File: config.mk
export PLATFORM = sky130hd
export DESIGN_NAME = doc_hw_sensor_cmd_seq
export DESIGN_NICKNAME = d
export VERILOG_FILES = /design/src/rtl/doc_hw_sensor_cmd_seq.sv
export SDC_FILE = /design/constraint.sdc
export NUM_CORES = 1
export LEC_CHECK = 0
export ABC_AREA = 1
export ABC_CLOCK_PERIOD_IN_PS = 7000
export BUFFER_PORTS_ARGS = -buffer_cell sky130_fd_sc_hd__buf_2
export CAP_MARGIN = 0
export CELL_PAD_IN_SITES_DETAIL_PLACEMENT = 2
export CELL_PAD_IN_SITES_GLOBAL_PLACEMENT = 2
export CORE_ASPECT_RATIO = 1.4
export CORE_UTILIZATION = 32
export CTS_CLUSTER_DIAMETER = 200
export DETAILED_ROUTE_END_ITERATION = 8
export PLACE_DENSITY = 0.86
export SLEW_MARGIN = 20
export SYNTH_ARGS = -nofsm -noshare
export SYNTH_HDL_FRONTEND = slang
export SYNTH_SLANG_ARGS = --single-unit
File: constraint.sdc
create_clock -name clk -period 7 [get_ports clk]
set_input_delay 0.7 -clock clk [delete_from_list [all_inputs] [get_ports clk]]
set_output_delay 0.7 -clock clk [all_outputs]
set_load 0.03 [all_outputs]
File: src/rtl/doc_hw_sensor_cmd_seq.sv
// Sensor-command sequencer: round-robin voltage/temperature command packets on Avalon-ST
// with response timeout supervision. Optional retry-on-failure under DOC_SEQ_RETRY_EN.
module doc_hw_sensor_cmd_seq #(
  parameter int unsigned N_VOLT_CH   = 16,
  parameter int unsigned N_TEMP_CH   = 8,
  parameter int unsigned RSP_TIMEOUT = 1024,
  parameter int unsigned MAX_RETRY   = 2
) (
  input  logic                 clk,
  input  logic                 reset,
  input  logic                 enable_i,
  input  logic [N_VOLT_CH-1:0] volt_ch_en_i,
  input  logic [N_TEMP_CH-1:0] temp_ch_en_i,
  input  logic                 command_ready_i,
  output logic                 command_valid_o,
  output logic [31:0]          command_data_o,
  output logic                 command_startofpacket_o,
  output logic                 command_endofpacket_o,
  input  logic                 response_i,
  input  logic                 is_good,
  output logic                 is_volt,
  output logic                 is_temp,
  output logic [N_VOLT_CH-1:0] current_voltage_channel,
  output logic [3:0]           current_temperature_channel,
  output logic                 busy_o,
  output logic                 timeout_o,
  output logic                 sweep_done_o
);

  localparam int unsigned L  = N_VOLT_CH + N_TEMP_CH;
  localparam int unsigned PW = $clog2(L);
  localparam int unsigned CW = $clog2(RSP_TIMEOUT);
`ifdef DOC_SEQ_RETRY_EN
  localparam int unsigned RW = $clog2(MAX_RETRY + 2);
  logic [RW-1:0] retry_cnt;
`else
  logic unused_ok;
  assign unused_ok = ^{is_good, 32'(MAX_RETRY)};
`endif

  typedef enum logic [1:0] {IDLE, SEND0, SEND1, WAIT_RSP} state_t;

  state_t         state;
  logic [PW-1:0]  ptr;
  logic           started;
  logic           adv;
  logic [CW-1:0]  cnt;

  logic [L-1:0]         en;
  logic [PW:0]          sum;
  logic [PW-1:0]        start_idx;
  logic [PW-1:0]        sel_idx;
  logic                 sel_found;
  logic [PW-1:0]        pick_idx;
  logic                 pick_ok;
  logic                 pick_volt;
  logic                 ptr_volt;
  logic [N_VOLT_CH-1:0] ptr_onehot;
  logic [3:0]           ptr_tidx;
  logic [31:0]          beat1;

  assign en = {temp_ch_en_i, volt_ch_en_i};

  // Next enabled list entry, scanning from ptr+1 (index 0 after reset) with wrap
  always_comb begin
    sel_found = 1'b0;
    sel_idx   = '0;
    sum       = '0;
    if (!started || ptr == PW'(L - 1)) start_idx = '0;
    else                               start_idx = ptr + PW'(1);
    for (int unsigned k = 0; k < L; k++) begin
      sum = {1'b0, start_idx} + (PW+1)'(k);
      if (sum >= (PW+1)'(L)) sum = sum - (PW+1)'(L);
      if (!sel_found && en[sum[PW-1:0]]) begin
        sel_found = 1'b1;
        sel_idx   = sum[PW-1:0];
      end
    end
    if (!adv && en[ptr]) begin
      pick_ok  = 1'b1;
      pick_idx = ptr;
    end else begin
      pick_ok  = sel_found;
      pick_idx = sel_idx;
    end
  end

  assign pick_volt  = pick_idx < PW'(N_VOLT_CH);
  assign ptr_volt   = ptr < PW'(N_VOLT_CH);
  assign ptr_onehot = N_VOLT_CH'(1) << ptr;
  assign ptr_tidx   = 4'(ptr - PW'(N_VOLT_CH));
  assign beat1      = ptr_volt ? 32'(ptr_onehot) : {12'h0, ptr_tidx, 16'h0};

  always_ff @(posedge clk or negedge reset) begin
    if (!reset) begin
      state                       <= IDLE;
      ptr                         <= '0;
      started                     <= 1'b0;
      adv                         <= 1'b1;
      cnt                         <= '0;
      command_valid_o             <= 1'b0;
      command_data_o              <= '0;
      command_startofpacket_o     <= 1'b0;
      command_endofpacket_o       <= 1'b0;
      is_volt                     <= 1'b0;
      is_temp                     <= 1'b0;
      current_voltage_channel     <= '0;
      current_temperature_channel <= '0;
      busy_o                      <= 1'b0;
      timeout_o                   <= 1'b0;
      sweep_done_o                <= 1'b0;
`ifdef DOC_SEQ_RETRY_EN
      retry_cnt                   <= '0;
`endif
    end else begin
      timeout_o    <= 1'b0;
      sweep_done_o <= 1'b0;
      case (state)
        IDLE: begin
          if (enable_i && pick_ok) begin
            state                   <= SEND0;
            busy_o                  <= 1'b1;
            command_valid_o         <= 1'b1;
            command_startofpacket_o <= 1'b1;
            command_endofpacket_o   <= 1'b0;
            command_data_o          <= pick_volt ? 32'h18 : 32'h19;
            is_volt                 <= pick_volt;
            is_temp                 <= !pick_volt;
            sweep_done_o            <= started && (pick_idx < ptr);
            ptr                     <= pick_idx;
            started                 <= 1'b1;
          end
        end
        SEND0: begin
          if (command_ready_i) begin
            state                   <= SEND1;
            command_startofpacket_o <= 1'b0;
            command_endofpacket_o   <= 1'b1;
            command_data_o          <= beat1;
          end
        end
        SEND1: begin
          if (command_ready_i) begin
            state                 <= WAIT_RSP;
            command_valid_o       <= 1'b0;
            command_endofpacket_o <= 1'b0;
            command_data_o        <= '0;
            if (ptr_volt) current_voltage_channel     <= ptr_onehot;
            else          current_temperature_channel <= ptr_tidx;
          end
        end
        WAIT_RSP: begin
          if (response_i || cnt == CW'(RSP_TIMEOUT - 1)) begin
            state     <= IDLE;
            busy_o    <= 1'b0;
            cnt       <= '0;
            timeout_o <= !response_i;
`ifdef DOC_SEQ_RETRY_EN
            // A failed attempt keeps the pointer so the same channel is re-issued
            if ((!response_i || !is_good) && retry_cnt < RW'(MAX_RETRY)) begin
              retry_cnt <= retry_cnt + RW'(1);
              adv       <= 1'b0;
            end else begin
              retry_cnt <= '0;
              adv       <= 1'b1;
            end
`else
            adv <= 1'b1;
`endif
          end else begin
            cnt <= cnt + CW'(1);
          end
        end
        default: state <= IDLE;
      endcase
    end
  end

endmodule
; Word level (Yosys, flattened, before mapping)
; Index checks and enable logic that the tools add are counted.
[totals]
wordCells = 339
out_inout_bits = 60
register_bits = 78
in_bits = 30
[op_classes]
muxes = 146
eq_ne = 9
reduce_logical = 66
add_sub_neg = 50
bitwise = 1
shift = 1
magnitude_cmp = 51
[ops]
columns = op, count
row1 = $mux 5, 49
row2 = $lt 5x6->1 const B, 24
row3 = $ge 6x5->1 const B, 23
row4 = $bmux 1 s5, 24
row5 = $sub 5x5->5 const B, 24
row6 = $mux 32, 3
row7 = $pmux 32 s3, 1
row8 = $mux 1, 58
row9 = $add 5x4->6 const B, 8
row10 = $add 5x5->6 const B, 8
row11 = $logic_not 1->1, 26
row12 = $logic_and 1x1->1, 25
row13 = $add 5x3->6 const B, 4
row14 = $mux 20, 1
row15 = $shl 1x5->16 const A, 1
row16 = $reduce_and 3->1, 5
row17 = $add 5x2->6 const B, 2
row18 = $add 10x1->10 const B, 1
row19 = $eq 10x10->1 const B, 1
row20 = $lt 5x5->1 const B, 2
row21 = $mux 10, 1
row22 = $mux 2, 4
row23 = $ne 2x2->1 const B, 4
row24 = $pmux 2 s4, 1
row25 = other kinds (17), 24

; Longest topological paths before layout
[depth]
ltp_word = 81
ltp_mapped = 43

; Worst setup path before layout
; No wires, ideal clock.
[synth_timing]
path_type = register to register
start = register ptr[0]
end = register sweep_done_o
synth_period_minus_slack_ps = 5717
path_slack_ps = 1283
path_buffers = 3
path_stages_with_launch = 37
arrival_time_ps = 5639
path_cell_list = dfrtp_1 -> clkinv_1 -> clkbuf_1 -> ha_1 -> inv_1 -> nor2_1 -> buf_2 -> ha_1 -> clkbuf_1 -> inv_1 -> xor2_2 -> inv_1 -> ha_1 -> nand2_1 -> nand2_1 -> o21ai_0 -> o21ai_1 -> nor2_1 -> o21a_1 -> nand2_1 -> o21ai_1 -> nand2_1 -> nand2_1 -> inv_1 -> nor2_4 -> nand4_2 -> nor2_4 -> nand4_4 -> nor2_4 -> nand4_1 -> nor2_1 -> o21bai_1 -> nand3_1 -> ha_1 -> a211oi_1 -> o211ai_1 -> a21oi_1
[synth_between]
elab_chain_cells = 81
elab_cells_between_ends = 246
[synth_rtl]
columns = item, line_no
row1 = "start, declared", 44  ; logic [PW-1:0] ptr;
row2 = "start signal, assigned", 130  ; ptr <= pick_idx;
row3 = "parallel branches: the longest is 2 deep, another holds $add 5x1->5", n/a
row4 = $mux 5 *, 69  ; if (!started || ptr == PW'(L - 1)) start_idx = '0;
row5 = "parallel branches: the longest is 73 deep, another holds $add 5x1->6", n/a
row6 = $mux 5 *, 74  ; if (!sel_found && en[sum[PW-1:0]]) begin
row7 = net pick_idx[4], 54  ; logic [PW-1:0] pick_idx;
row8 = $lt 5x5->1 *, 129  ; sweep_done_o <= started && (pick_idx < ptr);
row9 = $logic_and 1x1->1 *, 129
row10 = $mux 1 *, 120  ; if (enable_i && pick_ok) begin
row11 = $mux 1 *, 118  ; case (state)
row12 = "end signal, assigned", 129
row13 = "end, declared", 27  ; output logic sweep_done_o
; Mark *: on every way through the listed nets, which the timed path passes. The select of a mux whose other input is x is not followed.
; A chain may end at the register's enable or synchronous reset.

; Final worst setup path
[layout_timing]
start = register ptr[1]
end = register sweep_done_o
; The elaborated chain is that of the path after synthesis.

==> reports/qor.yml <==
setup_path:
  ff2ff_path_depth: 35
  worstReg2RegEnd: "sweep_done_o$_DFF_PN0_"
  path_class: "reg -> reg"
  crit_top_cell: "nand2_1"
  critical_path.max_fanout: 11
  slowest_stage: "dfrtp_1"
  worstPathArrival_ns: 6.65
  cp-start-kind: "flip-flop"
  r2r_start: "ptr[1]$_DFFE_PN0P_"
  required_ns: 7.26
  slowest_delay_ns: 0.51
  r2r_slack_ns: 0.61
  critPathCaptureType: "flip-flop"
route:
  wl_per_cell_um: 21.6
  drt-total-wl_um: 37000
  final_antenna_net_count: 0
  drt-initial-drc-count: 356
  vias_per_cell: 5.53
  firstDrtPassIters: 5
  route.detailed.drc: 0
  num_vias: 9469
place:
  gp_congestion: 0.945
  dp.final_hpwl_um: 29200
  numPortBuffers: 76
  dp_slack_ns: 0.542
layout:
  nets: 1461
  final.fill_count: 3097
  n_antenna_cell: 0
  area_delta_synth_final_pct: 13.0
  multiInputGateArea_um2: 5230
  drive_gt1_share_pct: 12.7
  register_area_um2: 1630
floorplanning:
  die_y_um: 187
  die_w_um: 134
  die-area_um2: 25100
  placementRows: 67
  ios: 90
  initial_core_util_pct: 32.6
  core_um2: 24000
global_route:
  grt_pass1_wl_um: 57400
  grt_max_degree: 66
  grt_use_total_pct: 29.8
  antenna_found_initial: 0
  overflow: 0
  grt_pass1_vias: 10300
hold_path:
  hold-path-endpoint: "current_voltage_channel[14]$_DFFE_PN0P_"
  min_path_type: "reg -> reg"
  hold_depth: 2
  hp-start: "current_voltage_channel[14]$_DFFE_PN0P_"
logic_synthesis:
  synth_top_cells_by_area: "nand2_1 21%, dfrtp_1 21%, nand3_1 10%"
  yosys-top-cells-count: "445 x nand2_1, 173 x inv_1, 156 x nand3_1"
  yosysTopAreaCell: "nand2_1"
  synth_most_common_cell: "nand2_1"
  async_flop_share_pct: 100
  syn-cell-area_um2: 7810
  synth_ff_type: "dfrtp_1"
  synthCells: 1320
  yosysTopAreaCellShare_pct: 21.4
  synth_cell_types: 52
  ys_ff_latch: 65
  synth-edff-count: 0
  yosys_warnings: 0
  syn_avg_cell_area_um2: 5.92
  yosysSeqAreaShare_pct: 20.8
sta:
  fin_ws_ns: 0.609
  timing.final.crit_period_ns: 6.39
  setup_viol: 0
  hold_violations: 0
  rsz0062_at_grt: "no"
  slew_headroom_pct: 32.8
  fmax_ghz: 0.156
  timing.final.crit_share_pct: 91.3
  slew_viol_final: 0
  fin_setup_tns_ns: 0
  worstMarginPinSlew_ns: 0.997
  finClkSkew_ns: 0.00538
flow_run:
  maxCapViolCount: 0
clock_tree:
  clock_latency_ns: 0.34
  cts_buffers: 9
  clk_pin_slew_ns: 0.05
  cts_root_buf: "clkbuf_16"
  cts_hold_buffers: 0
  cts_htree_levels: 3
  cts.sink_count: 65
  cts_tree: "built"
  cts_buffer_depth: 2
status:
  status: "complete, no violations"
==> sequential cells by signal, summed over array words and instances, names as in the netlist <==
name	cells
command_data_o	20
is_volt	1
command_endofpacket_o	1
current_temperature_channel	4
cnt	10
is_temp	1
busy_o	1
started	1
command_startofpacket_o	1
current_voltage_channel	16
ptr	4
state	2
sweep_done_o	1
command_valid_o	1
timeout_o	1
==> critical path, delay by kind of cell, from the launching register on <==
kind                     cells  cell delay, ns
adder cells (fa/ha/maj)      4            1.03
XOR/XNOR                     1            0.28
buffers and inverters        6            0.85
AND/OR/NAND/NOR             20            2.84
AO/OA/AOI/OAI                4            0.77
flip-flops                   1            0.51
==> through the flow <==
stage                     hold WS, ns  instances  util, %  area (um2)
final                           0.496       1713     36.8        8830
after global routing            0.512       1713     36.8        8830
after CTS                       0.504       1711     36.7        8800
after detailed placement        0.471       1695     35.5        8510
after global placement          0.461       1695     35.5        8510
after floorplan                 0.404       1331        -        7850
==> worst max-delay path by stage <==
| stage | startpoint | to | cells past startpoint |
|---|---|---|---|
| after floorplan | ptr[0]$_DFFE_PN0P_ | sweep_done_o$_DFF_PN0_ | 36 |
| after global placement | ptr[0]$_DFFE_PN0P_ | sweep_done_o$_DFF_PN0_ | 33 |
| after detailed placement | ptr[0]$_DFFE_PN0P_ | sweep_done_o$_DFF_PN0_ | 33 |
| after CTS | ptr[0]$_DFFE_PN0P_ | sweep_done_o$_DFF_PN0_ | 33 |
| after global routing | ptr[1]$_DFFE_PN0P_ | sweep_done_o$_DFF_PN0_ | 35 |
| final | ptr[1]$_DFFE_PN0P_ | sweep_done_o$_DFF_PN0_ | 35 |
==> kinds of logic (layout without fill, tap and decap cells) <==
logic type	Yosys count	in the layout	share of synthesized area [%]
other	1	12	0.0480
AOI/OAI and AO/OA	197	197	14.1
adders and majority gates	33	33	5.29
muxes	1	1	0.128
and+or+nand+nor	768	768	44.0
buffers and inverters	234	306	12.9
DFF	65	65	20.8
xor gates and xnor gates	21	21	2.74
==> area by class of cell <==
type                       instances  share of cell area, %
tap                              310                   4.39
clock inverter                     1                 0.0850
multi-input combinational       1032                   59.2
sequential                        65                   18.4
clock buffer                      15                   3.26
inverter                         186                   7.91
timing repair buffer             104                   6.69
==> cell usage in the layout, fill, tap and decap left out, drive strengths merged <==
cell type	count
o22ai	4
a211o	2
clkinvlp	1
clkinv	3
nor3	6
o211ai	10
o21bai	2
buf	104
nand2	456
a21boi	3
nand3	164
dfrtp	65
o31ai	3
xor2	19
mux2i	1
nor4	3
or2	6
conb	12
xnor2	2
a2111oi	1
and2	1
clkbuf	15
a31oi	5
nor2	92
a21o	1
o221ai	1
and3	1
o21a	4
nand3b	4
o32ai	4
ha	33
a31o	1
a21oi	43
nand4	35
inv	183
o21ai	112
a211oi	1
==> routing by layer <==
layer  routed length (um)  global-route usage, %  up-vias
li1                     -                      -     4401
met1                13900                   30.6     4728
met2                19800                   57.4      227
met3                 1050                   2.60      113
met4                 2290                   18.1        0
met5                    0                      0        -
==> repair_timing <==
| item | 4_1_cts | 5_1_grt |
|---|---|---|
| endpoints found under the setup margin | 0 | 1 |
| setup buffers | 0 | 2 |
| resized for setup | 0 | 2 |
Power is left out: the tool's default activity adds up to more than one toggle a clock period on the data nets, which glitch-free logic cannot reach.
